===== config.mk =====
export PLATFORM = sky130hd
export DESIGN_NAME = exe_stage_flat
export DESIGN_NICKNAME = d
export VERILOG_FILES = /design/src/rtl/exe_stage_if.sv /design/src/rtl/exe_stage.sv /design/src/flat_wrapper.sv
export SDC_FILE = /design/constraint.sdc
export NUM_CORES = 2
export LEC_CHECK = 0
export CELL_PAD_IN_SITES_DETAIL_PLACEMENT = 0
export CELL_PAD_IN_SITES_GLOBAL_PLACEMENT = 1
export CORE_MARGIN = 8
export CORE_UTILIZATION = 44
export CTS_CLUSTER_SIZE = 8
export DETAILED_ROUTE_END_ITERATION = 7
export HOLD_SLACK_MARGIN = 0.06
export PLACE_DENSITY = 0.88
export SLEW_MARGIN = 20
export SYNTH_ARGS = -nofsm -noshare
export SYNTH_HDL_FRONTEND = slang
export SYNTH_SLANG_ARGS = --single-unit

===== constraint.sdc =====
create_clock -name clk -period 12.8 [get_ports clk]
set_input_delay 2.56 -clock clk [delete_from_list [all_inputs] [get_ports clk]]
set_output_delay 2.56 -clock clk [all_outputs]
set_load 0.1 [all_outputs]

===== src/rtl/exe_stage_if.sv =====
// Bundle of the ID->EXE, EXE->MEM/ID and data-SRAM signals around the execute stage.
// The slave modport is the execute stage; the master modport is its environment.
interface exe_stage_if;
  logic        ID_EXE_valid;
  logic        EXE_allow_in;
  logic [31:0] ID_pc;
  logic [82:0] ID_alu;
  logic [33:0] ID_mem;
  logic [5:0]  ID_rf;
  logic [7:0]  ID_inst;
  logic        MEM_allow_in;
  logic        EXE_MEM_valid;
  logic [31:0] EXE_pc;
  logic [43:0] EXE_to_MEM;
  logic [38:0] EXE_rf;
  logic        data_sram_en;
  logic [3:0]  data_sram_we;
  logic [31:0] data_sram_addr;
  logic [31:0] data_sram_wdata;

  modport master (
    output ID_EXE_valid, ID_pc, ID_alu, ID_mem, ID_rf, ID_inst, MEM_allow_in,
    input  EXE_allow_in, EXE_MEM_valid, EXE_pc, EXE_to_MEM, EXE_rf,
           data_sram_en, data_sram_we, data_sram_addr, data_sram_wdata
  );

  modport slave (
    input  ID_EXE_valid, ID_pc, ID_alu, ID_mem, ID_rf, ID_inst, MEM_allow_in,
    output EXE_allow_in, EXE_MEM_valid, EXE_pc, EXE_to_MEM, EXE_rf,
           data_sram_en, data_sram_we, data_sram_addr, data_sram_wdata
  );
endinterface


===== src/rtl/exe_stage.sv =====
// LoongArch execute stage: ALU, combinational multiply, 32-cycle restoring divider,
// data-SRAM request generation and the forwarding bundle back to ID.
module exe_stage (
  input logic       clk,
  input logic       rst,
  exe_stage_if.slave bus
);
  typedef enum logic [1:0] {DIV_IDLE, DIV_BUSY, DIV_DONE} div_state_e;

  function automatic logic [31:0] cond_neg(input logic [31:0] v, input logic neg);
    return neg ? (~v + 32'd1) : v;
  endfunction

  logic        exe_valid_q;
  logic [31:0] pc_q, src1_q, src2_q, rkd_q;
  logic [18:0] alu_op_q;
  logic        mem_we_q, res_from_mem_q, rf_we_q;
  logic [4:0]  rf_waddr_q;
  logic [7:0]  inst_q;

  div_state_e  div_state_q;
  logic [4:0]  div_cnt_q;
  logic [31:0] div_rem_q, div_quo_q, div_dsor_q;
  logic        div_qneg_q, div_rneg_q, div_zero_q;

  logic        is_div, div_signed, ready_go, allow_in, not_ready;
  logic [31:0] result;

  assign is_div     = |alu_op_q[18:15];
  assign div_signed = alu_op_q[15] | alu_op_q[17];
  assign ready_go   = ~is_div | (div_state_q == DIV_DONE);
  assign allow_in   = ~exe_valid_q | (ready_go & bus.MEM_allow_in);

  // ---- ID -> EXE capture ----
  always_ff @(posedge clk) begin
    if (rst)
      exe_valid_q <= 1'b0;
    else if (allow_in)
      exe_valid_q <= bus.ID_EXE_valid;
  end

  always_ff @(posedge clk) begin
    if (allow_in && bus.ID_EXE_valid) begin
      pc_q           <= bus.ID_pc;
      alu_op_q       <= bus.ID_alu[82:64];
      src2_q         <= bus.ID_alu[63:32];
      src1_q         <= bus.ID_alu[31:0];
      mem_we_q       <= bus.ID_mem[33];
      res_from_mem_q <= bus.ID_mem[32];
      rkd_q          <= bus.ID_mem[31:0];
      rf_we_q        <= bus.ID_rf[5];
      rf_waddr_q     <= bus.ID_rf[4:0];
      inst_q         <= bus.ID_inst;
    end
  end

  // ---- EXE: single-cycle ALU and multiplier ----
  logic signed [31:0] src1_s, src2_s;
  logic signed [63:0] mul_a, mul_b, mul_p;
  logic [4:0]         shamt;

  assign src1_s = src1_q;
  assign src2_s = src2_q;
  assign shamt  = src2_q[4:0];
  // Only mulh.w sign-extends; mul.w needs just the low word, which is extension-agnostic.
  assign mul_a  = $signed({{32{alu_op_q[13] & src1_q[31]}}, src1_q});
  assign mul_b  = $signed({{32{alu_op_q[13] & src2_q[31]}}, src2_q});
  assign mul_p  = mul_a * mul_b;

  // ---- EXE: iterative restoring divider on operand magnitudes ----
  logic [32:0] div_shift, div_trial;
  logic [31:0] div_q_res, div_r_res;

  assign div_shift = {div_rem_q, div_quo_q[31]};
  assign div_trial = div_shift - {1'b0, div_dsor_q};
  assign div_q_res = div_zero_q ? 32'hFFFF_FFFF : cond_neg(div_quo_q, div_qneg_q);
  assign div_r_res = cond_neg(div_rem_q, div_rneg_q);

  always_ff @(posedge clk) begin
    if (rst) begin
      div_state_q <= DIV_IDLE;
      div_cnt_q   <= 5'd0;
    end else begin
      unique case (div_state_q)
        DIV_IDLE: if (exe_valid_q && is_div) begin
          div_state_q <= DIV_BUSY;
          div_cnt_q   <= 5'd0;
        end
        DIV_BUSY: begin
          div_cnt_q <= div_cnt_q + 5'd1;
          if (div_cnt_q == 5'd31)
            div_state_q <= DIV_DONE;
        end
        DIV_DONE: if (bus.MEM_allow_in)
          div_state_q <= DIV_IDLE;
        default: div_state_q <= DIV_IDLE;
      endcase
    end
  end

  always_ff @(posedge clk) begin
    if (div_state_q == DIV_IDLE) begin
      div_rem_q  <= 32'd0;
      div_quo_q  <= cond_neg(src1_q, div_signed & src1_q[31]);
      div_dsor_q <= cond_neg(src2_q, div_signed & src2_q[31]);
      div_qneg_q <= div_signed & (src1_q[31] ^ src2_q[31]);
      div_rneg_q <= div_signed & src1_q[31];
      div_zero_q <= (src2_q == 32'd0);
    end else if (div_state_q == DIV_BUSY) begin
      if (!div_trial[32]) begin
        div_rem_q <= div_trial[31:0];
        div_quo_q <= {div_quo_q[30:0], 1'b1};
      end else begin
        div_rem_q <= div_shift[31:0];
        div_quo_q <= {div_quo_q[30:0], 1'b0};
      end
    end
  end

  always_comb begin
    result = 32'd0;
    if (alu_op_q[0])       result = src1_q + src2_q;
    else if (alu_op_q[1])  result = src1_q - src2_q;
    else if (alu_op_q[2])  result = {31'd0, src1_s < src2_s};
    else if (alu_op_q[3])  result = {31'd0, src1_q < src2_q};
    else if (alu_op_q[4])  result = src1_q & src2_q;
    else if (alu_op_q[5])  result = ~(src1_q | src2_q);
    else if (alu_op_q[6])  result = src1_q | src2_q;
    else if (alu_op_q[7])  result = src1_q ^ src2_q;
    else if (alu_op_q[8])  result = src1_q << shamt;
    else if (alu_op_q[9])  result = src1_q >> shamt;
    else if (alu_op_q[10]) result = src1_s >>> shamt;
    else if (alu_op_q[11]) result = src2_q;
    else if (alu_op_q[12]) result = mul_p[31:0];
    else if (alu_op_q[13] || alu_op_q[14]) result = mul_p[63:32];
    else if (alu_op_q[15] || alu_op_q[16]) result = div_q_res;
    else if (alu_op_q[17] || alu_op_q[18]) result = div_r_res;
  end

  // ---- EXE -> MEM / SRAM / forwarding ----
  always_comb begin
    bus.data_sram_we = 4'b0000;
    if (exe_valid_q && mem_we_q) begin
      if (inst_q[5])      bus.data_sram_we = 4'b1111;
      else if (inst_q[7]) bus.data_sram_we = 4'b0011 << {result[1], 1'b0};
      else if (inst_q[6]) bus.data_sram_we = 4'b0001 << result[1:0];
    end
  end

  assign bus.data_sram_wdata = inst_q[6] ? {4{rkd_q[7:0]}} :
                               inst_q[7] ? {2{rkd_q[15:0]}} : rkd_q;
  // Gating on MEM_allow_in keeps a stalled store from writing more than once.
  assign bus.data_sram_en    = exe_valid_q & bus.MEM_allow_in & (res_from_mem_q | mem_we_q);
  assign bus.data_sram_addr  = result;

  assign not_ready         = exe_valid_q & (res_from_mem_q | (is_div & (div_state_q != DIV_DONE)));
  assign bus.EXE_allow_in  = allow_in;
  assign bus.EXE_MEM_valid = exe_valid_q & ready_go;
  assign bus.EXE_pc        = pc_q;
  assign bus.EXE_to_MEM    = {inst_q[4:0], res_from_mem_q, rf_we_q, rf_waddr_q, result};
  assign bus.EXE_rf        = {not_ready, exe_valid_q & rf_we_q, rf_waddr_q, result};
endmodule


===== src/flat_wrapper.sv =====
// flat-port wrapper written by rule: the top's interface ports become plain ports
module exe_stage_flat 
  (clk, rst, bus_ID_EXE_valid, bus_ID_pc, bus_ID_alu, bus_ID_mem, bus_ID_rf, bus_ID_inst, bus_MEM_allow_in, bus_EXE_allow_in, bus_EXE_MEM_valid, bus_EXE_pc, bus_EXE_to_MEM, bus_EXE_rf, bus_data_sram_en, bus_data_sram_we, bus_data_sram_addr, bus_data_sram_wdata);
  exe_stage_if bus_i ();
  input logic clk;
  input logic rst;
  input wire logic [$bits(bus_i.ID_EXE_valid)-1:0] bus_ID_EXE_valid;
  input wire logic [$bits(bus_i.ID_pc)-1:0] bus_ID_pc;
  input wire logic [$bits(bus_i.ID_alu)-1:0] bus_ID_alu;
  input wire logic [$bits(bus_i.ID_mem)-1:0] bus_ID_mem;
  input wire logic [$bits(bus_i.ID_rf)-1:0] bus_ID_rf;
  input wire logic [$bits(bus_i.ID_inst)-1:0] bus_ID_inst;
  input wire logic [$bits(bus_i.MEM_allow_in)-1:0] bus_MEM_allow_in;
  output wire logic [$bits(bus_i.EXE_allow_in)-1:0] bus_EXE_allow_in;
  output wire logic [$bits(bus_i.EXE_MEM_valid)-1:0] bus_EXE_MEM_valid;
  output wire logic [$bits(bus_i.EXE_pc)-1:0] bus_EXE_pc;
  output wire logic [$bits(bus_i.EXE_to_MEM)-1:0] bus_EXE_to_MEM;
  output wire logic [$bits(bus_i.EXE_rf)-1:0] bus_EXE_rf;
  output wire logic [$bits(bus_i.data_sram_en)-1:0] bus_data_sram_en;
  output wire logic [$bits(bus_i.data_sram_we)-1:0] bus_data_sram_we;
  output wire logic [$bits(bus_i.data_sram_addr)-1:0] bus_data_sram_addr;
  output wire logic [$bits(bus_i.data_sram_wdata)-1:0] bus_data_sram_wdata;
  assign bus_i.ID_EXE_valid = bus_ID_EXE_valid;
  assign bus_i.ID_pc = bus_ID_pc;
  assign bus_i.ID_alu = bus_ID_alu;
  assign bus_i.ID_mem = bus_ID_mem;
  assign bus_i.ID_rf = bus_ID_rf;
  assign bus_i.ID_inst = bus_ID_inst;
  assign bus_i.MEM_allow_in = bus_MEM_allow_in;
  assign bus_EXE_allow_in = bus_i.EXE_allow_in;
  assign bus_EXE_MEM_valid = bus_i.EXE_MEM_valid;
  assign bus_EXE_pc = bus_i.EXE_pc;
  assign bus_EXE_to_MEM = bus_i.EXE_to_MEM;
  assign bus_EXE_rf = bus_i.EXE_rf;
  assign bus_data_sram_en = bus_i.data_sram_en;
  assign bus_data_sram_we = bus_i.data_sram_we;
  assign bus_data_sram_addr = bus_i.data_sram_addr;
  assign bus_data_sram_wdata = bus_i.data_sram_wdata;
  exe_stage u_core (.clk(clk), .rst(rst), .bus(bus_i));
endmodule

# Word-level counts from Yosys, hierarchy flattened
# Cells that the tools add are included.
# totals
mem_bits_ro,0
ram_bits,0
mem_count,0
output_inout_bits,186
latch_bits,0
regBits,270
in_bits,167
elab_cells,119
# classes
n_div,0
shifts,5
n_eq_ne,7
n_mul,1
add_sub_neg,8
n_mux,37
bitwise_logic,28
n_reduce_logical,12
magnitude_cmp,2
# op_table
operator,count
$mux 32,26
$not 32->32,5
$add 32x1->32 const B,4
$lt 32x32->1,2
$mul 33x33->64,1
$sub 33x32->33,1
$add 32x32->32,1
$and 32x32->32,1
$logic_not 32->1,1
$or 32x32->32,1
$shl 32x5->32,1
$shr 32x5->32,1
$sshr 32x5->32,1
$sub 32x32->32,1
$xor 32x32->32,1
$mux 4,4
$and 1x1->1,12
$pmux 5 s2,1
$mux 2,3
$pmux 2 s3,1
$add 5x1->5 const B,1
$eq 5x5->1 const B,1
$mux 5,1
$or 1x1->1,5
other kinds (16),23

# Longest topological paths before layout
# depth
word_depth,24
mapped_depth,37
depth_no_buf,30

# Worst setup path before layout
# OpenSTA, ideal clock, no wires.
# synth_timing
path_kind,reg-to-output
start,register u_core.src2_q[2]
end,output bus_EXE_to_MEM[4]
t_required_ps,10240
arrival_ps,12942
path_stages_with_launch,36
setup_slack_ps,-2702
path_cell_list,edfxtp_1 -> clkbuf_1 -> inv_2 -> buf_1 -> buf_1 -> clkbuf_1 -> buf_1 -> clkbuf_1 -> nor2_1 -> fa_1 -> inv_1 -> fa_1 -> inv_1 -> fa_1 -> inv_1 -> fa_1 -> inv_1 -> fa_1 -> fa_1 -> fa_1 -> inv_1 -> fa_1 -> inv_1 -> ha_1 -> buf_2 -> a21o_1 -> a21o_1 -> a21oi_2 -> o21ai_0 -> o311a_1 -> o21ai_0 -> mux2i_1 -> nor4_1 -> a21oi_1 -> o311ai_0 -> buf_4
# synth_between
elab_chain_cells,15
# synth_lines
item,line_no,source
from (decl),exe_stage.sv:15,"logic [31:0] pc_q, src1_q, src2_q, rkd_q;"
from (signal assigned),exe_stage.sv:46,src2_q <= bus.ID_alu[63:32];
$mul 33x33->64,exe_stage.sv:68,assign mul_p = mul_a * mul_b;
$mux 32,exe_stage.sv:135,else if (alu_op_q[13] || alu_op_q[14]) result = mul_p[63:32];
$mux 32,exe_stage.sv:134,else if (alu_op_q[12]) result = mul_p[31:0];
$mux 32,exe_stage.sv:133,else if (alu_op_q[11]) result = src2_q;
$mux 32,exe_stage.sv:132,else if (alu_op_q[10]) result = src1_s >>> shamt;
$mux 32,exe_stage.sv:131,else if (alu_op_q[9]) result = src1_q >> shamt;
$mux 32,exe_stage.sv:130,else if (alu_op_q[8]) result = src1_q << shamt;
$mux 32,exe_stage.sv:129,else if (alu_op_q[7]) result = src1_q ^ src2_q;
$mux 32,exe_stage.sv:128,else if (alu_op_q[6]) result = src1_q | src2_q;
$mux 32,exe_stage.sv:127,else if (alu_op_q[5]) result = ~(src1_q | src2_q);
$mux 32,exe_stage.sv:126,else if (alu_op_q[4]) result = src1_q & src2_q;
$mux 32,exe_stage.sv:125,"else if (alu_op_q[3]) result = {31'd0, src1_q < src2_q};"
$mux 32,exe_stage.sv:124,"else if (alu_op_q[2]) result = {31'd0, src1_s < src2_s};"
$mux 32,exe_stage.sv:123,else if (alu_op_q[1]) result = src1_q - src2_q;
$mux 32 *,exe_stage.sv:122,if (alu_op_q[0]) result = src1_q + src2_q;
to (decl),flat_wrapper.sv:17,output wire logic [$bits(bus_i.EXE_to_MEM)-1:0] bus_EXE_to_MEM;
# Mark *: on every way between the ends. The rest lies on a longest branch, timed or not.

# Worst setup path in the final report
# layout_timing
start,register u_core.src2_q[31]
end,output bus_EXE_to_MEM[23]
# layout_between
elab_chain_cells,16
# layout_lines
item,line_no,source
$and 1x1->1,exe_stage.sv:67,"assign mul_b = $signed({{32{alu_op_q[13] & src2_q[31]}}, src2_q});"
$mul 33x33->64 *,exe_stage.sv:68,
$mux 32 *,exe_stage.sv:135,
$mux 32 *,exe_stage.sv:134,
$mux 32 *,exe_stage.sv:133,
$mux 32 *,exe_stage.sv:132,
$mux 32 *,exe_stage.sv:131,
$mux 32 *,exe_stage.sv:130,
$mux 32 *,exe_stage.sv:129,
$mux 32 *,exe_stage.sv:128,
$mux 32 *,exe_stage.sv:127,
$mux 32 *,exe_stage.sv:126,
$mux 32 *,exe_stage.sv:125,
$mux 32 *,exe_stage.sv:124,
$mux 32 *,exe_stage.sv:123,
$mux 32 *,exe_stage.sv:122,
# Marks and branches as above.

==> results.txt <==
- The flow ran to the end, but the final reports show violations.
* Violated checks: DRC
- TritonCTS built the clock tree.
- In this run the most critical hold path is launched from u_core.div_cnt_q[3]$_SDFFE_PP0P_.
- The die is between 300 and 400 um wide.
* Worst Hold End: u_core.div_cnt_q[3]$_SDFFE_PP0P_
- Instance area after placement: just under 70000 um2
- The floorplan step set the die height to slightly below 400 um.
- The final count of hold timing violations is 0.
* Synthesized area per cell: about 8.7 um2
- The clock drives 270 sinks.
- Prior to clock tree synthesis, the placed netlist has a worst setup slack of ~0.26 ns.
* Avg Vias per Cell: a little over 6
- Number of antenna violations at the first check in global routing: 23
- Number of remaining DRC errors: 7
- In the finished design, the share of the clock period the worst path needs comes to 99.6%.
* Final Instance Area: between 70000 and 80000 um2
- Drt total wl: 290000 um
- Post-Syn Nets: slightly below 9000
- Total of buffers placed on input and output ports: 352
* Clock skew after layout: just under 0.05 ns
* Worst min path class: reg2reg
- Counting instances, the worst hold path has a depth of 1.
* Standard-cell rows: ~140
* Starting density of the core: between 40 and 50%
* WS Path Type: reg2out
- Crit path launch type: register
- Placer Congestion: about 1.1
- Period minus WS final: 12.74 ns
- Number of standard cells after synthesis: a little over 7000
- The via count of the first global-routing pass is 58881.
* Deepest clock path buffer count: 3
* Share of post-route cells with drive strength above 1: 8.95%
- Worst endpoint data arrival time: approximately 10 ns
- Slack of the critical path: between 0.05 and 0.06 ns
* Post-layout net count: around 9000
- Register-to-Register Setup Slack: ~7.5 ns
* Via count of the routed design: between 50000 and 60000
- Data required time of the critical path: between 10 and 15 ns
* Crit Reg-Reg Endpoint: u_core.div_quo_q[26]$_DFFE_PP_
- Clock insertion delay at the later pin of the skew report: approximately 0.67 ns
* Proportion of synthesized flip-flops having asynchronous set or reset: 0%
* CTS Root Cell: clkbuf_16
- Max-cap violations: 0
- Part of the Yosys area used for sequential elements: 12.4%
- Total clock buffers created by CTS: between 40 and 50
- Slew HR: 16.3%
* Clock transition at the register clock pins on the worst setup and hold paths after CTS: roughly 0.05 ns
- Total of endpoints with negative setup slack in the final report: 0
- CTS hold repair buffers: 0
* Fill cell instance count of the final layout: 13115
- Final Max Slew Viols: 0
- GRT Total Usage: between 30% and 40%
- Critical path endpoint category: output port
- The die covers 154000 um2.
* 1st-pass router iterations: 8
- R2R cell count: 12
- Number of enable flip-flop cells after synthesis: 230
* Remaining antenna violation count: 0
* First-pass GRT wire length: 413000 um
- Iteration-0 DRC Markers: 6879
- For this run the aggregate overflow at the end of global routing stands at 0.
- Post-DP HPWL: 227000 um
* WL/cell: between 30 and 40 um
- During synthesis, Yosys emitted a total of 0 warnings.
- Least-Margin Pin Slew: around 1.2 ns
* Maximum number of pins on one net before global-route repair: roughly 70
- Non-filler instance count after layout: between 9000 and 10000
- After floorplanning, the core was sized to cover 141000 um2.
* #FFs+latches synth: 270
- The netlist uses between 90 and 100 different library cells.
* Startpoint of the lowest-slack register-to-register path: u_core.src1_q[0]$_DFFE_PP_
* Post-synthesis to final-layout area growth: 14.8%
- Synth Flop Type: edfxtp_1
* H-Tree Depth: 2
* Max Fclk: 0.0785 GHz
* Cell count after placement: around 9200
* Netlist Area Pre-Place: just over 60000 um2
- In this run the count of I/O pins placed on the die edge is 353.
- Max FO, Critical Path: 10
## metal layers
metal,track usage (%),wire length (um),up-vias
met5,0,103,-
met4,26.8,27300,16
met3,11.6,37600,1153
met2,54.4,122000,4247
met1,45.9,103000,28585
li1,-,-,23293
## synthesized netlist by cell type, types with 26 or more instances
cell / number / area (um2)
nor2_1: 798 / 3000
a21oi_1: 304 / 1520
o21bai_1: 29 / 218
buf_4: 85 / 638
ha_1: 347 / 4340
nor2b_1: 27 / 169
o21ai_0: 291 / 1460
a31oi_1: 46 / 288
buf_1: 102 / 383
a21o_1: 74 / 556
nand2_1: 865 / 3250
o31ai_1: 47 / 353
nand4_1: 38 / 238
mux2i_1: 43 / 430
mux4_2: 55 / 1240
a211oi_1: 41 / 308
nand2b_1: 30 / 188
clkbuf_1: 320 / 1200
o211ai_1: 47 / 353
xnor2_1: 177 / 1550
xor2_1: 69 / 604
fa_1: 1128 / 22600
nand3_1: 68 / 340
edfxtp_1: 230 / 6910
dfxtp_1: 40 / 801
nor3_1: 64 / 320
inv_1: 1300 / 4880
or3_1: 30 / 188
and3_1: 32 / 200
a221oi_1: 26 / 228
## stage by stage
step	util (%)	TNS, ns	hold slack [ns]
detailed placement	49.3	0	0.479
global route	50.7	-0.0233	0.507
finish	50.7	0	0.480
global placement	49.3	0	0.455
floorplan	-	0	0.439
CTS	50.4	0	0.487
## cell families (layout without fill, tap and decap cells)
group | count (synthesis) | in the layout | synth area share [%]
other | 0 | 14 | 0
AO/OA/AOI/OAI | 1194 | 1194 | 12.6
buffers and inverters | 1852 | 2084 | 11.7
XOR/XNOR | 246 | 246 | 3.46
multiplexers | 113 | 113 | 2.95
AND/OR/NAND/NOR | 2045 | 2045 | 13.7
adder cells (fa/ha/maj) | 1475 | 1475 | 43.2
flip-flops | 270 | 270 | 12.4
## layout make-up
type	count	area [um2]	area share (%)
clock inverters	13	173	0.242
well taps	1890	2360	3.31
diodes	14	35.0	0.0490
inverters	1328	5020	7.03
flip-flops and latches	270	7710	10.8
clock buffers	60	1160	1.62
repair buffers	683	7320	10.2
multi-input cells	5073	47700	66.7
## critical path, cell delays in order (launching register included)
cell,delay [ns]
edfxtp_1,0.47
clkinv_1,0.76
buf_4,0.49
nor2_1,0.35
fa_1,0.52
fa_1,0.48
fa_1,0.54
fa_1,0.44
fa_1,0.52
fa_1,0.43
fa_1,0.48
inv_1,0.05
fa_1,0.52
inv_1,0.06
ha_1,0.42
a21oi_1,0.27
o21ai_0,0.23
a21oi_1,0.19
o211ai_1,0.10
a21oi_1,0.36
o21ai_2,0.17
a31o_2,0.35
xor2_1,0.46
a221oi_1,0.21
o21ai_2,0.19
buf_4,0.23
buf_12,0.20
## sequential cells by signal, summed over array words and instances (netlist names), 5 cells and up
name,count
u_core.div_quo_q,32
u_core.div_dsor_q,32
u_core.inst_q,8
u_core.rkd_q,32
u_core.src2_q,32
u_core.src1_q,32
u_core.rf_waddr_q,5
u_core.bus.EXE_pc,32
u_core.div_rem_q,32
u_core.alu_op_q,19
u_core.div_cnt_q,5
## how the worst max path moves through the flow
stage                                             start                endpoint  slack [ns]  depth (start not counted)
after floorplan              u_core.src2_q[3]$_DFFE_PP_  bus_data_sram_addr[22]        0.01                         32
after global placement      u_core.src2_q[11]$_DFFE_PP_  bus_data_sram_addr[31]        0.27                         26
after detailed placement  u_core.alu_op_q[13]$_DFFE_PP_      bus_EXE_to_MEM[31]        0.26                         27
after CTS                    u_core.src2_q[9]$_DFFE_PP_      bus_EXE_to_MEM[31]        0.03                         28
after global routing         u_core.src1_q[7]$_DFFE_PP_  bus_data_sram_addr[24]      -0.008                         29
final                       u_core.src2_q[31]$_DFFE_PP_      bus_EXE_to_MEM[23]        0.06                         26
## timing repair
action | 4_1_cts | 5_1_grt
hold endpoints to repair | 0 | 0
endpoints found under the setup margin | 39 | 71
setup buffers | 9 | 15
pin swaps | 1 | 6
gates resized for setup | 14 | 35
## cell usage in the layout (no fill, tap or decap), drive strengths merged, types with 23 or more instances in the layout
cell           count
or3               30
o21bai            29
nand3             68
fa              1128
nor2b             28
nor2             798
mux4              55
inv             1300
xor2              69
a21oi            305
dfxtp             40
nor4              24
nand2b            30
nand4             38
clkinv            27
ha               347
a31oi             46
o31ai             49
and3              32
edfxtp           230
clkdlybuf4s50    252
mux2i             43
o21a              23
a211oi            41
nor3              64
a21o              74
clkbuf            60
nand2            865
buf              431
o211ai            47
o21ai            298
xnor2            177
a221oi            26
Power is left out: the tool's default activity adds up to more than one toggle a clock period on the data nets, which glitch-free logic cannot reach.
